<file path="config.mk">
export PLATFORM = sky130hd
export DESIGN_NAME = obi_mem_arbiter
export DESIGN_NICKNAME = d
export VERILOG_FILES = /design/src/rtl/cheriot_dv_pkg.sv /design/src/rtl/obi_id_fifo.sv /design/src/rtl/obi_mem_arbiter.sv
export SDC_FILE = /design/constraint.sdc
export NUM_CORES = 1
export LEC_CHECK = 0
export CAP_MARGIN = 10
export CORE_AREA = 2 2 114 116
export CTS_CLUSTER_DIAMETER = 40
export CTS_CLUSTER_SIZE = 28
export DETAILED_ROUTE_END_ITERATION = 6
export DIE_AREA = 0 0 116 118
export PLACE_DENSITY = 0.75
export SLEW_MARGIN = 0
export SYNTH_ARGS = -nofsm -noshare
export SYNTH_HDL_FRONTEND = slang
export SYNTH_SLANG_ARGS = --single-unit
</file>
<file path="constraint.sdc">
create_clock -name clk_i -period 5.19 [get_ports clk_i]
set_input_delay 0.7785 -clock clk_i [delete_from_list [all_inputs] [get_ports clk_i]]
set_output_delay 0.7785 -clock clk_i [all_outputs]
set_load 0.005 [all_outputs]
</file>
<file path="src/rtl/cheriot_dv_pkg.sv">
// Shared types for the OBI memory arbiter: FSM states, requester ID width and command bundle.
package cheriot_dv_pkg;

  localparam int unsigned ARB_ID_W   = 2;
  localparam int unsigned ARB_NMAX   = 1 << ARB_ID_W;
  localparam int unsigned ARB_DW_MAX = 65;

  typedef enum logic [1:0] {
    ARB_IDLE = 2'd0,
    ARB_ARB  = 2'd1,
    ARB_HOLD = 2'd2
  } arb_state_e;

  typedef struct packed {
    logic                  is_cap;
    logic                  we;
    logic [3:0]            be;
    logic [31:0]           addr;
    logic [ARB_DW_MAX-1:0] wdata;
  } arb_cmd_t;

endpackage

</file>
<file path="src/rtl/obi_id_fifo.sv">
// In-order requester-ID FIFO; extra pointer MSB distinguishes full from empty.
module obi_id_fifo #(
  parameter int unsigned DEPTH = 8,
  parameter int unsigned W     = 2
) (
  input  logic                     clk_i,
  input  logic                     rst_i,
  input  logic                     push_i,
  input  logic                     pop_i,
  input  logic [W-1:0]             data_i,
  output logic [W-1:0]             head_o,
  output logic [$clog2(DEPTH):0]   count_o,
  output logic                     empty_o
);

  localparam int unsigned AW    = $clog2(DEPTH);
  localparam int unsigned PTR_W = AW + 1;

  logic [W-1:0]     mem_q [DEPTH];
  logic [PTR_W-1:0] wr_q;
  logic [PTR_W-1:0] rd_q;

  always_ff @(posedge clk_i or posedge rst_i) begin
    if (rst_i) begin
      wr_q <= '0;
      rd_q <= '0;
    end else begin
      if (push_i) wr_q <= wr_q + PTR_W'(1);
      if (pop_i)  rd_q <= rd_q + PTR_W'(1);
    end
  end

  // Storage needs no reset; validity is tracked by the pointers alone.
  always_ff @(posedge clk_i) begin
    if (push_i) mem_q[wr_q[AW-1:0]] <= data_i;
  end

  assign head_o  = mem_q[rd_q[AW-1:0]];
  assign count_o = wr_q - rd_q;
  assign empty_o = (wr_q == rd_q);

endmodule

</file>
<file path="src/rtl/obi_mem_arbiter.sv">
// Shares one OBI memory port among NREQ requesters with in-order response routing.
// Define OBI_ARB_FIXED_PRIO_EN for fixed priority (lowest index wins); round robin otherwise.
module obi_mem_arbiter
  import cheriot_dv_pkg::*;
#(
  parameter int unsigned NREQ   = 2,
  parameter int unsigned DW     = 32,
  parameter int unsigned OUTSTD = 8
) (
  input  logic              clk_i,
  input  logic              rst_i,
  input  logic [NREQ-1:0]   host_req_i,
  input  logic [NREQ-1:0]   host_we_i,
  input  logic [NREQ*4-1:0] host_be_i,
  input  logic [NREQ-1:0]   host_is_cap_i,
  input  logic [NREQ*32-1:0] host_addr_i,
  input  logic [NREQ*DW-1:0] host_wdata_i,
  output logic [NREQ-1:0]   host_gnt_o,
  output logic [NREQ-1:0]   host_rvalid_o,
  output logic [DW-1:0]     host_rdata_o,
  output logic              host_err_o,
  output logic              mem_req_o,
  output logic              mem_we_o,
  output logic [3:0]        mem_be_o,
  output logic              mem_is_cap_o,
  output logic [31:0]       mem_addr_o,
  output logic [DW-1:0]     mem_wdata_o,
  output logic [7:0]        mem_flag_o,
  input  logic              mem_gnt_i,
  input  logic              mem_rvalid_i,
  input  logic [DW-1:0]     mem_rdata_i,
  input  logic              mem_err_i,
  output logic              proto_err_o
);

  localparam int unsigned PTR_W = $clog2(OUTSTD) + 1;

  arb_state_e          state_q;
  logic [ARB_ID_W-1:0] hold_id_q;
  logic [ARB_ID_W-1:0] base_id;
  logic [ARB_ID_W-1:0] win_id;
  logic [ARB_ID_W-1:0] cand;
  logic [ARB_ID_W-1:0] sel_id;
  logic [ARB_ID_W-1:0] fifo_head;
  logic [ARB_NMAX-1:0] req_pad;
  logic [PTR_W-1:0]    fifo_count;
  logic [PTR_W-1:0]    cnt_next;
  logic                found;
  logic                any_req;
  logic                slots_free;
  logic                fifo_empty;
  logic                push;
  logic                pop;
  logic                sel_we;
  logic                sel_is_cap;
  logic [3:0]          sel_be;
  logic [31:0]         sel_addr;
  logic [DW-1:0]       sel_wdata;

`ifdef OBI_ARB_FIXED_PRIO_EN
  assign base_id = '0;
`else
  logic [ARB_ID_W-1:0] rr_ptr_q;
  assign base_id = rr_ptr_q;
`endif

  assign req_pad = ARB_NMAX'(host_req_i);
  assign any_req = |host_req_i;

  // First requester found scanning upward from base_id, wrapping at NREQ.
  always_comb begin
    win_id = '0;
    cand   = '0;
    found  = 1'b0;
    for (int unsigned i = 0; i < NREQ; i++) begin
      cand = ARB_ID_W'((32'(base_id) + i) % NREQ);
      if (!found && req_pad[cand]) begin
        win_id = cand;
        found  = 1'b1;
      end
    end
  end

  assign pop        = !rst_i && mem_rvalid_i && !fifo_empty;
  assign slots_free = (fifo_count < PTR_W'(OUTSTD)) || pop;
  assign sel_id     = (state_q == ARB_HOLD) ? hold_id_q : win_id;
  assign mem_req_o  = !rst_i && ((state_q == ARB_HOLD) || (any_req && slots_free));
  assign push       = mem_req_o && mem_gnt_i;
  assign cnt_next   = fifo_count + PTR_W'(push) - PTR_W'(pop);

  always_comb begin
    sel_we     = 1'b0;
    sel_is_cap = 1'b0;
    sel_be     = '0;
    sel_addr   = '0;
    sel_wdata  = '0;
    for (int unsigned i = 0; i < NREQ; i++) begin
      if (sel_id == ARB_ID_W'(i)) begin
        sel_we     = host_we_i[i];
        sel_is_cap = host_is_cap_i[i];
        sel_be     = host_be_i[i*4 +: 4];
        sel_addr   = host_addr_i[i*32 +: 32];
        sel_wdata  = host_wdata_i[i*DW +: DW];
      end
    end
  end

  always_comb begin
    host_gnt_o    = '0;
    host_rvalid_o = '0;
    for (int unsigned i = 0; i < NREQ; i++) begin
      host_gnt_o[i]    = push && (sel_id == ARB_ID_W'(i));
      host_rvalid_o[i] = pop && (fifo_head == ARB_ID_W'(i));
    end
  end

  assign mem_we_o     = mem_req_o && sel_we;
  assign mem_is_cap_o = mem_req_o && sel_is_cap;
  assign mem_be_o     = mem_req_o ? sel_be : '0;
  assign mem_addr_o   = mem_req_o ? sel_addr : '0;
  assign mem_wdata_o  = mem_req_o ? sel_wdata : '0;
  assign mem_flag_o   = mem_req_o ? 8'(sel_id) : '0;
  assign host_rdata_o = rst_i ? '0 : mem_rdata_i;
  assign host_err_o   = !rst_i && mem_err_i;

  // Arbitration FSM; HOLD pins the winner until the memory grants it.
  always_ff @(posedge clk_i or posedge rst_i) begin
    if (rst_i) begin
      state_q     <= ARB_IDLE;
      hold_id_q   <= '0;
      proto_err_o <= 1'b0;
`ifndef OBI_ARB_FIXED_PRIO_EN
      rr_ptr_q    <= '0;
`endif
    end else begin
      if (mem_rvalid_i && fifo_empty) proto_err_o <= 1'b1;
`ifndef OBI_ARB_FIXED_PRIO_EN
      if (push) rr_ptr_q <= (32'(sel_id) == NREQ - 1) ? '0 : sel_id + ARB_ID_W'(1);
`endif
      unique case (state_q)
        ARB_IDLE, ARB_ARB: begin
          if (mem_req_o && !mem_gnt_i) begin
            state_q   <= ARB_HOLD;
            hold_id_q <= win_id;
          end else begin
            state_q <= (any_req && (cnt_next < PTR_W'(OUTSTD))) ? ARB_ARB : ARB_IDLE;
          end
        end
        ARB_HOLD: begin
          if (mem_gnt_i) state_q <= (any_req && (cnt_next < PTR_W'(OUTSTD))) ? ARB_ARB : ARB_IDLE;
        end
        default: state_q <= ARB_IDLE;
      endcase
    end
  end

  obi_id_fifo #(
    .DEPTH (OUTSTD),
    .W     (ARB_ID_W)
  ) u_id_fifo (
    .clk_i   (clk_i),
    .rst_i   (rst_i),
    .push_i  (push),
    .pop_i   (pop),
    .data_i  (sel_id),
    .head_o  (fifo_head),
    .count_o (fifo_count),
    .empty_o (fifo_empty)
  );

endmodule

</file>
# Yosys cells after proc, flatten, opt, wreduce, memory -nomap -nowiden
# Memory sizes are Yosys's and may differ from the RTL's.
# Index checks and enable logic that the tools add are counted.
# totals
ff_bits	14
mem_bits_rw	16
elab_cells	82
n_memories	1
# memory_table
memory	depth	width	rd	rd_clocked_by_memory_dff	write_ports	line_no	text
u_id_fifo.mem_q	8	2	1	0	1	obi_id_fifo.sv:19	logic [W-1:0] mem_q [DEPTH];
# op_classes
n_addsub	7
order_cmp	4
eq_ne	6
muxes	30
n_reduce_logical	28
# ops
op	count
2-to-1 mux 32 bit	7
logical AND 1 bit	16
2-to-1 mux 1 bit	15
2-to-1 mux 4 bit	3
adder 4 x 1 -> 4 bit (second input constant)	2
< comparator 4 bit (second input constant)	2
2-to-1 mux 2 bit	4
equality test 2 x 1 -> 1 bit (second input constant)	3
zero test 2 bit	3
< comparator 1 x 3 -> 1 bit (second input constant)	2
adder 4 x 1 -> 4 bit	1
equality test 4 bit	1
zero test 1 bit	4
one-hot mux 2 bit (2 select lines)	1
OR reduction 2 bit	2
subtractor 4 x 1 -> 4 bit	1
subtractor 4 bit	1
adder 1 bit (second input constant)	2
equality test 2 bit (second input constant)	1
logical OR 1 bit	2
!= test 2 bit (second input constant)	1
AND reduction 2 bit	1

# Depth between registers and ports, before layout
# Gate-level depths: netlist of run 1.
# depth
ltp_word	15
ltp_mapped	15

# Modules after synthesis
# A second synthesis of run 1 with hierarchy kept.
# unflattened
hier_cells	330
hier_area_um2	2971.6
# modules_own_cells
mod	n_inst	cells_each	area_per_inst_um2	seq_area_each_um2
obi_mem_arbiter	1	248	1851.8	125.1
obi_id_fifo	1	82	1119.8	680.7

# Worst setup path after synthesis of run 1
# No wires, ideal clock.
# synth_path
path_type	register -> register
startpoint	register u_id_fifo.wr_q[0]
endpoint	register state_q[0]
setup_ps	122
t_arrival_ps	3150
required_time_ps	5068
slack_ps	1918
path_stages_with_launch	16
period_less_slack_ps	3272
cell_sequence	dfrtp_1 > clkbuf_1 > inv_1 > ha_1 > nand3b_1 > and4b_1 > o41ai_2 > buf_2 > ha_1 > inv_1 > ha_1 > nand2_1 > o31ai_1 > xnor2_1 > xnor2_1 > a2111oi_1
# synth_via
elab_chain_cells	15
word_cells_on_any_way	19
classes_between	add/sub: 3; order compare: 2; eq/ne: 1; mux: 4; reduce/logical: 9
# synth_lines
element	line_no	text
from (decl)	obi_id_fifo.sv:20	logic [PTR_W-1:0] wr_q;
from (signal assigned)	obi_id_fifo.sv:28	if (push_i) wr_q <= wr_q + PTR_W'(1);
parallel branches: the longest is 14 deep, another holds subtractor 4 bit	n/a	
one-hot mux 2 bit (2 select lines) (*)	obi_mem_arbiter.sv:140	unique case (state_q)
to (signal assigned)	obi_mem_arbiter.sv:146	state_q <= (any_req && (cnt_next < PTR_W'(OUTSTD))) ? ARB_ARB : ARB_IDLE;
to (signal assigned)	obi_mem_arbiter.sv:150	if (mem_gnt_i) state_q <= (any_req && (cnt_next < PTR_W'(OUTSTD))) ? ARB_ARB : ARB_IDLE;
to (decl)	obi_mem_arbiter.sv:38	arb_state_e state_q;
# Every way passes the cells marked *. The select of a mux whose other input is x is not followed.
# A chain may end at the register's enable or synchronous reset.

# Worst setup path in the final report of run 1
# layout_path
startpoint	input host_req_i[0]
endpoint	output mem_addr_o[2]
# layout_via
elab_chain_cells	11
word_cells_on_any_way	19
classes_between	eq/ne: 1; mux: 11; reduce/logical: 7
# layout_lines
element	line_no	text
from (decl)	obi_mem_arbiter.sv:12	input logic [NREQ-1:0] host_req_i,
2-to-1 mux 1 bit (implied by the code) (2 in series)	obi_mem_arbiter.sv:77	if (!found && req_pad[cand]) begin
2-to-1 mux 1 bit	obi_mem_arbiter.sv:77	
zero test 1 bit	obi_mem_arbiter.sv:77	
logical AND 1 bit	obi_mem_arbiter.sv:77	
2-to-1 mux 1 bit	obi_mem_arbiter.sv:77	
2-to-1 mux 2 bit	obi_mem_arbiter.sv:86	assign sel_id = (state_q == ARB_HOLD) ? hold_id_q : win_id;
zero test 2 bit	obi_mem_arbiter.sv:98	if (sel_id == ARB_ID_W'(i)) begin
2-to-1 mux 32 bit (2 in series)	obi_mem_arbiter.sv:98	
2-to-1 mux 32 bit (*)	obi_mem_arbiter.sv:120	assign mem_addr_o = mem_req_o ? sel_addr : '0;
to (decl)	obi_mem_arbiter.sv:26	output logic [31:0] mem_addr_o,
# Mark *: on every way between the ends. The rest lies on a longest branch, timed or not. The select of a mux whose other input is x is not followed.

==> results of run 1 <==
-- routing by layer --
layer / track usage, % / wire [µm] / vias up
met3: 4.17 / 965 / 17
met5: 0 / 0 / -
met2: 28.4 / 5850 / 156
li1: - / - / 1782
met4: 3.72 / 203 / 0
met1: 18.4 / 4450 / 1499
-- path summary, 6_finish.rpt --
| path | slack, ns | endpoint |
|---|---|---|
| max in group asynchronous | 3.80 | u_id_fifo.wr_q[0] |
| min in group asynchronous | 1.03 | u_id_fifo.rd_q[2] |
| hold / removal | 0.47 | state_q[0] |
| hold reg to reg | 0.47 | state_q[0] |
| setup reg to reg | 1.84 | state_q[0] |
| setup / recovery | 1.24 | mem_addr_o[2] |
-- cells in the mapped netlist, types with 2 or more instances --
library cell  number  area (µm²)
nor3_1             5        25.0
clkbuf_1          25        93.8
a211oi_1           2        15.0
nand2b_1           2        12.5
dfrtp_1           13         325
buf_4              7        52.6
edfxtp_1           8         240
a21oi_1           73         365
nor2b_1           35         219
nand2_1          147         552
nor2_1             5        18.8
nor4_1             2        12.5
xor2_1             2        17.5
a21o_1             2        15.0
xnor2_1           10        87.6
or2_2              2        12.5
and3_1             2        12.5
ha_1               8         100
mux4_2             2        45.0
inv_1             13        48.8
-- power by group through the flow --
stage | Sequential (mW) | Combinational [mW] | Clock, mW
after floorplan | 0.286 | 0.865 | 0
after global placement | 0.310 | 1.62 | 0
after detailed placement | 0.312 | 1.63 | 0
after CTS | 0.311 | 1.64 | 0.166
after global routing | 0.323 | 1.78 | 0.172
final | 0.311 | 1.62 | 0.163
-- registers in the layout, indices dropped and copies added (netlist names) --
register / count
base_id: 1
hold_id_q: 1
proto_err_o: 1
state_q: 2
u_id_fifo.mem_q: 8
u_id_fifo.rd_q: 4
u_id_fifo.wr_q: 4
-- through the flow --
| step | util (%) | instance area [µm²] | hold WS (ns) | power [mW] |
|---|---|---|---|---|
| 6_report | 45.0 | 5590 | 0.469 | 2.09 |
| 5_1_grt | 45.0 | 5590 | 0.492 | 2.28 |
| 4_1_cts | 45.0 | 5590 | 0.470 | 2.12 |
| 3_5_place_dp | 44.4 | 5510 | 0.460 | 1.94 |
| 3_3_place_gp | 44.4 | 5510 | 0.443 | 1.93 |
| 2_1_floorplan | - | 2490 | 0.445 | 1.15 |
-- logic make-up (layout without fill, tap and decap cells) --
kind of cell	count (synthesis)	in the layout	synth area share (%)
AND/OR/NAND/NOR	206	206	36.9
AO/OA/AOI/OAI	84	84	19.3
buffers and inverters	47	313	8.27
flip-flops	21	21	22.9
XOR/XNOR	12	12	4.26
adder cells (fa/ha/maj)	9	9	4.87
multiplexers	5	5	3.30
other	1	7	0.152
-- final cells by class --
| type | count | area (µm²) |
|---|---|---|
| sequential | 21 | 566 |
| timing repair buffer | 295 | 2950 |
| tap | 172 | 215 |
| multi-input combinational | 323 | 1730 |
| inverter | 14 | 52.6 |
| clock buffer | 4 | 78.8 |
| fill | 1258 | 6830 |
==> impl_metrics.py, run 1 <==
metrics = {
    "status": {
        "outcome": "finished clean",
    },
    "place": {
        "dp_hpwl_um": 9360,
        "io_buffers": 288,
        "dpl_worst_slack_ns": 1.25,
        "dp_cells": 825,
        "gp_congestion": 0.821,
    },
    "cells_and_area": {
        "layout_common_cells": "288 x clkdlybuf4s50_1, 147 x nand2_1, 73 x a21oi_1, 35 x nor2b_1",
        "design.final.nets": 846,
        "stdcell_count": 829,
        "drive_above_1_share_pct": 2.89,
        "layout_commonest_cell": "clkdlybuf4s50_1",
        "area.growth.synth_to_final_pct": 127,
        "n_antenna_cell": 0,
    },
    "synth": {
        "yosysWarningCount": 0,
        "ys_types": 40,
        "seq_area_frac_synth_pct": 22.9,
        "synth_cells": 385,
        "yosys_most_used_dff": "dfrtp_1",
        "synth.avg_cell_area_um2": 6.41,
        "synth_edf_count": 8,
        "ys_seq_elements": 21,
        "async_reset_ff_share_pct": 61.9,
        "synth_area_um2": 2470,
    },
    "setup_path": {
        "path_class": "primary input to primary output",
        "crit_family": "buffers and inverters",
        "crit_chain": "clkdlybuf4s50_1 -> a21boi_0 -> mux2i_4 -> buf_4 -> nand2_1 -> a21oi_1 -> clkdlybuf4s50_1",
        "worstPathRequired_ns": 4.41,
        "path_depth": 7,
        "cp-start-kind": "primary input",
        "cp_slowest_cell": "buf_4",
        "rr_worst_depth": 14,
        "critPathLaunch": "host_req_i[0]",
        "cp_num_buf_inv": 3,
        "cpPeakStageDelay_ns": 0.59,
        "end_kind": "primary output",
        "path_common_cell": "clkdlybuf4s50_1",
        "crit_arrival_ns": 3.17,
        "r2r_start": "u_id_fifo.wr_q[0]",
        "cp_max_fo": 72,
    },
    "clock_network": {
        "cts_setup_buffers": 0,
        "root_buffer": "clkbuf_16",
        "cts_made_buffers": 3,
        "clock_latency_ns": 0.26,
        "clkTransAtPathRegs_ns": 0.05,
        "ctsResizeCount": 0,
        "cts_buffer_depth": 2,
        "cts-htree-levels": 1,
        "hold_buffers": 0,
        "cts.sinks": 21,
        "cts_tree": "yes",
    },
    "floorplan": {
        "fp.dieArea_um2": 13700,
        "dieHeight_um": 118,
        "num_rows": 41,
        "start_util_pct": 19.9,
        "ios": 296,
        "coreArea_um2": 12400,
        "die_w_um": 116,
    },
    "sta": {
        "setup_tns_ns": 0,
        "slew_viol_final": 0,
        "hold_violations": 0,
        "finalSetupViolCount": 0,
        "slew_headroom_pct": 50.7,
        "fmax_mhz": 253,
        "layout_min_cycle_time_ns": 3.95,
        "fin_worst_skew_ns": 0.00243,
        "rsz0062_at_grt": "no",
        "timing.final.crit_share_pct": 76.2,
        "worst_slack_ns": 1.24,
        "tightest_slew_ns": 0.740,
    },
    "global_routing": {
        "grt-ovfl-total": 0,
        "track_usage_pct": 15.8,
        "antenna_found_initial": 0,
        "grt_pass1_wl_um": 17300,
        "grt_pass1_vias": 3390,
        "grt_start_max_net_pins": 73,
    },
    "pwr": {
        "intPower_mw": 1.21,
        "sw_frac_of_total_pct": 42.1,
        "power_frac_comb_pct": 77.4,
        "ir_worst_vdd_v": 0.000222,
        "power.density_nw_per_um2": 375,
        "pwr-share-clk_pct": 7.8,
        "power.switching_mw": 0.882,
        "p_seq_share_pct": 14.9,
        "p_leak_nw": 2.19,
    },
    "detailed_routing": {
        "drt_iter0_markers": 145,
        "vias": 3454,
        "via_per_inst": 4.17,
        "drt-total-wl_um": 11500,
        "wire_per_inst_um": 13.8,
        "ant_nets": 0,
        "drc": 0,
        "dr.pass1.iters": 4,
    },
    "worst_hold_path": {
        "min-delay-start": "state_q[1]",
        "holdPathStages": 1,
        "hold_class": "flip-flop to flip-flop",
    },
    "run": {
        "maxCapViolCount": 0,
    },
}
Power figures use the tool's default switching activity.
==> run 2, diff against run 1 <==
CORE_AREA = 2 2 115 117   (was 2 2 114 116)
DIE_AREA = 0 0 117 119   (was 0 0 116 118)
PLACE_DENSITY = 0.77   (was 0.75)
clock period = 3.3 ns   (was 5.19 ns; I/O delays follow)
==> impl_metrics.py, run 2 (synthesis gave the netlist of run 1 again) <==
metrics = {
    "sta": {
        "hold_violations": 0,
        "finalSetupViolCount": 0,
        "setup_tns_ns": 0,
        "fmax_mhz": 311,
        "worst_slack_ns": 0.0812,
        "slew_viol_final": 0,
        "timing.final.crit_share_pct": 97.5,
        "fin_worst_skew_ns": 0.00214,
        "rsz0062_at_grt": "yes",
        "layout_min_cycle_time_ns": 3.22,
    },
    "cells_and_area": {
        "layout_common_cells": "282 x clkdlybuf4s50_1, 147 x nand2_1, 71 x a21oi_1, 35 x nor2b_1, 16 x buf_4",
        "layout_commonest_cell": "clkdlybuf4s50_1",
        "final_design_area_no_fill_um2": 5850,
        "largest_reg_flops": 8,
        "area.growth.synth_to_final_pct": 137,
        "drive_above_1_share_pct": 6.55,
        "n_antenna_cell": 0,
        "design.final.nets": 861,
        "fillCellCount": 1255,
    },
    "pwr": {
        "power_frac_comb_pct": 81.3,
        "intPower_mw": 2.14,
        "pwr-share-clk_pct": 6.9,
        "p_leak_nw": 2.39,
        "sw_frac_of_total_pct": 41.4,
        "p_seq_share_pct": 11.9,
        "power.switching_mw": 1.51,
        "ir_worst_vdd_v": 0.000293,
        "power.density_nw_per_um2": 624,
    },
    "setup_path": {
        "worstPathRequired_ns": 2.80,
        "cp-start-kind": "flip-flop",
        "path_class": "flip-flop to primary output",
        "rr_worst_depth": 13,
        "cpPeakStageDelay_ns": 0.48,
        "r2r_start": "u_id_fifo.rd_q[1]",
        "cp_max_fo": 27,
        "endpoint": "mem_wdata_o[31]",
        "cp_slowest_cell": "clkdlybuf4s50_1",
        "timing.rr.end": "state_q[0]",
        "path_common_cell": "buf_12",
        "crit_arrival_ns": 2.72,
        "end_kind": "primary output",
        "rrSetupSlack_ns": 0.23,
        "critPathLaunch": "u_id_fifo.rd_q[1]",
        "crit_chain": "inv_1 -> ha_1 -> nand3b_1 -> and4b_2 -> o41ai_4 -> buf_12 -> buf_12 -> a21oi_1 -> clkdlybuf4s50_1",
    },
    "detailed_routing": {
        "via_per_inst": 4.15,
        "wire_per_inst_um": 13.1,
        "drt_iter0_markers": 125,
        "vias": 3519,
        "dr.pass1.iters": 4,
        "drc": 0,
        "ant_nets": 0,
        "drt-total-wl_um": 11100,
    },
    "global_routing": {
        "grt_start_max_net_pins": 47,
        "grt_pass1_wl_um": 16900,
        "track_usage_pct": 14.7,
        "grt_pass1_vias": 3435,
        "grt-ovfl-total": 0,
        "antenna_found_initial": 0,
    },
    "clock_network": {
        "cts.sinks": 21,
        "cts_made_buffers": 3,
        "hold_buffers": 0,
        "clock_latency_ns": 0.25,
        "root_buffer": "clkbuf_16",
        "cts_tree": "yes",
        "clkTransAtPathRegs_ns": 0.06,
        "cts-htree-levels": 1,
        "cts_buffer_depth": 2,
    },
    "place": {
        "io_buffers": 288,
        "dpl_worst_slack_ns": -0.0492,
        "place_area_um2": 5660,
        "dp_hpwl_um": 8890,
        "gp_congestion": 0.785,
    },
    "floorplan": {
        "fp.dieArea_um2": 13900,
        "ios": 296,
        "coreArea_um2": 12900,
        "dieHeight_um": 119,
        "die_w_um": 117,
        "num_rows": 42,
        "start_util_pct": 19.2,
    },
    "run": {
        "maxCapViolCount": 0,
    },
    "status": {
        "outcome": "finished clean",
    },
    "worst_hold_path": {
        "hold_class": "flip-flop to flip-flop",
    },
}
==> run 2: power groups by stage <==
stage | sequential, mW | clock, mW | combinational, mW
4_1_cts | 0.428 | 0.254 | 2.85
6_report | 0.433 | 0.250 | 2.97
2_1_floorplan | 0.450 | 0 | 1.36
3_5_place_dp | 0.432 | 0 | 2.81
3_3_place_gp | 0.429 | 0 | 2.77
5_1_grt | 0.444 | 0.265 | 3.26
==> run 2: worst max-delay path, delay by kind of cell, from the launching register on <==
kind / cells / cell delay, ns
buffers and inverters: 4 / 0.93
and+or+nand+nor: 2 / 0.47
AOI/OAI and AO/OA: 2 / 0.40
DFF: 1 / 0.36
adders and majority gates: 1 / 0.30
==> run 2: cell type report <==
type	instances	area, µm²	share of cell area (%)
clock buffers	3	75.1	1.28
clock inverters	1	5.00	0.0856
inverters	14	52.6	0.899
multi-input cells	323	1800	30.8
flip-flops and latches	21	566	9.67
well taps	176	220	3.77
repair buffers	310	3130	53.5
==> run 2: worst min path at each step <==
| stage | to | depth (start not counted) | start |
|---|---|---|---|
| floorplan | base_id[0] | 1 | rst_i |
| CTS | proto_err_o | 1 | proto_err_o |
| detailed placement | proto_err_o | 1 | proto_err_o |
| global route | proto_err_o | 1 | proto_err_o |
| global placement | proto_err_o | 1 | proto_err_o |
| finish | proto_err_o | 1 | proto_err_o |
==> run 2: per-layer routing <==
layer / track usage, % / up-vias / wire length (µm)
li1: - / 1816 / -
met1: 18.6 / 1553 / 4630
met2: 25.4 / 134 / 5570
met3: 3.77 / 16 / 777
met4: 2.65 / 0 / 160
met5: 0 / - / 0
==> run 2: timing repair <==
action	in CTS	in global routing
pin swaps	0	3
gates resized for setup	3	20
buffers inserted	0	2
endpoints found under the setup margin	64	70
==> run 2: metrics by stage <==
step                cells  power [mW]  hold WS, ns  util, %
finish                848        3.65        0.451     45.4
global route          848        3.97        0.481     45.4
global placement      842        3.20        0.439     44.0
CTS                   846        3.53        0.457     44.7
detailed placement    842        3.24        0.447     44.0
floorplan             391        1.81        0.402        -
==> run 3, diff against run 2 <==
CELL_PAD_IN_SITES_DETAIL_PLACEMENT = 1   (was default)
CELL_PAD_IN_SITES_GLOBAL_PLACEMENT = 1   (was default)
CORE_AREA = default   (was 2 2 115 117)
CORE_UTILIZATION = 14   (was default)
DIE_AREA = default   (was 0 0 117 119)
PLACE_DENSITY = 0.88   (was 0.77)
==> impl_metrics.py, run 3 (synthesis gave the netlist of run 1 again) <==
metrics = {
    "status": {
        "outcome": "finished clean",
    },
    "sta": {
        "layout_min_cycle_time_ns": 3.29,
        "setup_tns_ns": 0,
        "fmax_mhz": 304,
        "rsz0062_at_grt": "yes",
        "worst_slack_ns": 0.00656,
        "finalSetupViolCount": 0,
        "timing.final.crit_share_pct": 99.8,
        "whs_ns": 0.464,
        "fin_worst_skew_ns": 0.00478,
        "hold_violations": 0,
        "slew_viol_final": 0,
    },
    "clock_network": {
        "clkTransAtPathRegs_ns": 0.06,
        "cts.sinks": 21,
        "cts_made_buffers": 3,
        "cts_buffer_depth": 2,
        "hold_buffers": 0,
        "cts-htree-levels": 1,
        "cts_tree": "yes",
        "clock_latency_ns": 0.25,
        "root_buffer": "clkbuf_16",
    },
    "cells_and_area": {
        "drive_above_1_share_pct": 8.92,
        "layout_common_cells": "234 x clkdlybuf4s50_1, 147 x nand2_1, 69 x a21oi_1, 54 x dlymetal6s2s_1, 35 x nor2b_1",
        "largest_reg_flops": 8,
        "stdcell_count": 909,
        "final_util_pct": 36.2,
        "area.growth.synth_to_final_pct": 153,
        "design.final.nets": 873,
        "layout_commonest_cell": "clkdlybuf4s50_1",
        "final_design_area_no_fill_um2": 6230,
        "n_antenna_cell": 0,
    },
    "setup_path": {
        "path_depth": 14,
        "end_kind": "flip-flop",
        "cp_num_buf_inv": 3,
        "r2r_start": "u_id_fifo.wr_q[2]",
        "crit_arrival_ns": 3.44,
        "crit_family": "compound AO/OA/AOI/OAI gates",
        "cp_slowest_cell": "dfrtp_2",
        "endpoint": "state_q[0]",
        "rrSetupSlack_ns": 0.007,
        "cp_max_fo": 4,
        "rr_worst_depth": 14,
        "cpPeakStageDelay_ns": 0.43,
        "critPathLaunch": "u_id_fifo.wr_q[2]",
        "worstPathRequired_ns": 3.44,
        "crit_chain": "ha_4 -> nand3b_1 -> and4b_1 -> buf_4 -> buf_4 -> o41ai_2 -> ha_1 -> inv_1 -> ha_1 -> nand2_1 -> o31ai_2 -> xnor2_1 -> xnor2_1 -> a2111oi_2",
        "timing.rr.end": "state_q[0]",
        "cp-start-kind": "flip-flop",
        "path_class": "flip-flop to flip-flop",
    },
    "floorplan": {
        "start_util_pct": 14.3,
        "die_w_um": 135,
        "fp.dieArea_um2": 18200,
        "coreArea_um2": 17200,
        "ios": 296,
        "dieHeight_um": 135,
        "num_rows": 48,
    },
    "global_routing": {
        "track_usage_pct": 14.1,
        "grt_pass1_vias": 4017,
        "grt_start_max_net_pins": 58,
        "grt_pass1_wl_um": 20300,
        "grt-ovfl-total": 0,
        "antenna_found_initial": 0,
    },
    "detailed_routing": {
        "dr.pass1.iters": 4,
        "vias": 3859,
        "via_per_inst": 4.25,
        "drt-total-wl_um": 14400,
        "ant_nets": 0,
        "wire_per_inst_um": 15.8,
        "drt_iter0_markers": 76,
        "drc": 0,
    },
    "pwr": {
        "intPower_mw": 2.33,
        "sw_frac_of_total_pct": 42.4,
        "total_power_mw": 4.04,
        "pwr-share-clk_pct": 6.3,
        "p_seq_share_pct": 11.1,
        "p_leak_nw": 3.28,
        "ir_worst_vdd_v": 0.000281,
        "power_frac_comb_pct": 82.6,
        "power.switching_mw": 1.71,
        "power.density_nw_per_um2": 648,
    },
    "place": {
        "gp_congestion": 0.741,
        "dp_cells": 888,
        "dp_hpwl_um": 10800,
        "io_buffers": 288,
        "place_area_um2": 5690,
        "dpl_worst_slack_ns": -0.160,
    },
    "run": {
        "maxCapViolCount": 0,
    },
    "worst_hold_path": {
        "hold_class": "flip-flop to flip-flop",
    },
}
## run 3: cell count changes in the layout (fill, tap and decap cells not counted), sizes merged
| cell | change |
|---|---|
| buf | +9 |
| clkbuf | +4 |
| clkdlybuf4s50 | -48 |
| clkinv | -1 |
| dlymetal6s2s | +48 |
## run 3: worst min-delay path by stage
stage | start | endpoint | slack (ns) | depth (start not counted)
after global placement | proto_err_o | proto_err_o | 0.45 | 1
after CTS | proto_err_o | proto_err_o | 0.47 | 1
final | proto_err_o | proto_err_o | 0.46 | 1
after detailed placement | proto_err_o | proto_err_o | 0.46 | 1
after floorplan | rst_i | base_id[0] | 0.40 | 1
after global routing | base_id[0] | base_id[0] | 0.50 | 1
## run 3: worst register-to-register path: stages (launching register included)
cell	delay (ns)
dfrtp_2	0.43
ha_4	0.30
nand3b_1	0.15
and4b_1	0.24
buf_4	0.13
buf_4	0.12
o41ai_2	0.35
ha_1	0.20
inv_1	0.04
ha_1	0.27
nand2_1	0.06
o31ai_2	0.25
xnor2_1	0.18
xnor2_1	0.11
a2111oi_2	0.35
## run 3: repair_timing
item,4_1_cts,5_1_grt
gates resized for setup,19,61
buffers inserted,6,6
setup endpoints to repair,75,74
pin swaps,4,1
cloned,2,3
## run 3: metal layers
layer,GRT usage (%),part of all wire [%],routed length [µm]
met3,3.30,8.3,1200
met5,0,0,0
met2,28.2,53,7590
met1,14.9,38,5460
met4,2.37,1.0,146
## run 3: layout make-up
| type | count | area (µm²) |
|---|---|---|
| well taps | 225 | 282 |
| inverters | 14 | 52.6 |
| flip-flops and latches | 21 | 568 |
| clock buffers | 4 | 78.8 |
| repair buffers | 322 | 3450 |
| multi-input cells | 323 | 1800 |
| fillers | 2058 | 11000 |
## run 3: power by group through the flow
| stage | logic (mW) | clock network, mW | registers [mW] |
|---|---|---|---|
| 2_1_floorplan | 1.36 | 0 | 0.450 |
| 3_3_place_gp | 2.75 | 0 | 0.445 |
| 3_5_place_dp | 2.83 | 0 | 0.454 |
| 4_1_cts | 3.12 | 0.260 | 0.439 |
| 5_1_grt | 3.62 | 0.271 | 0.456 |
| 6_report | 3.34 | 0.256 | 0.447 |
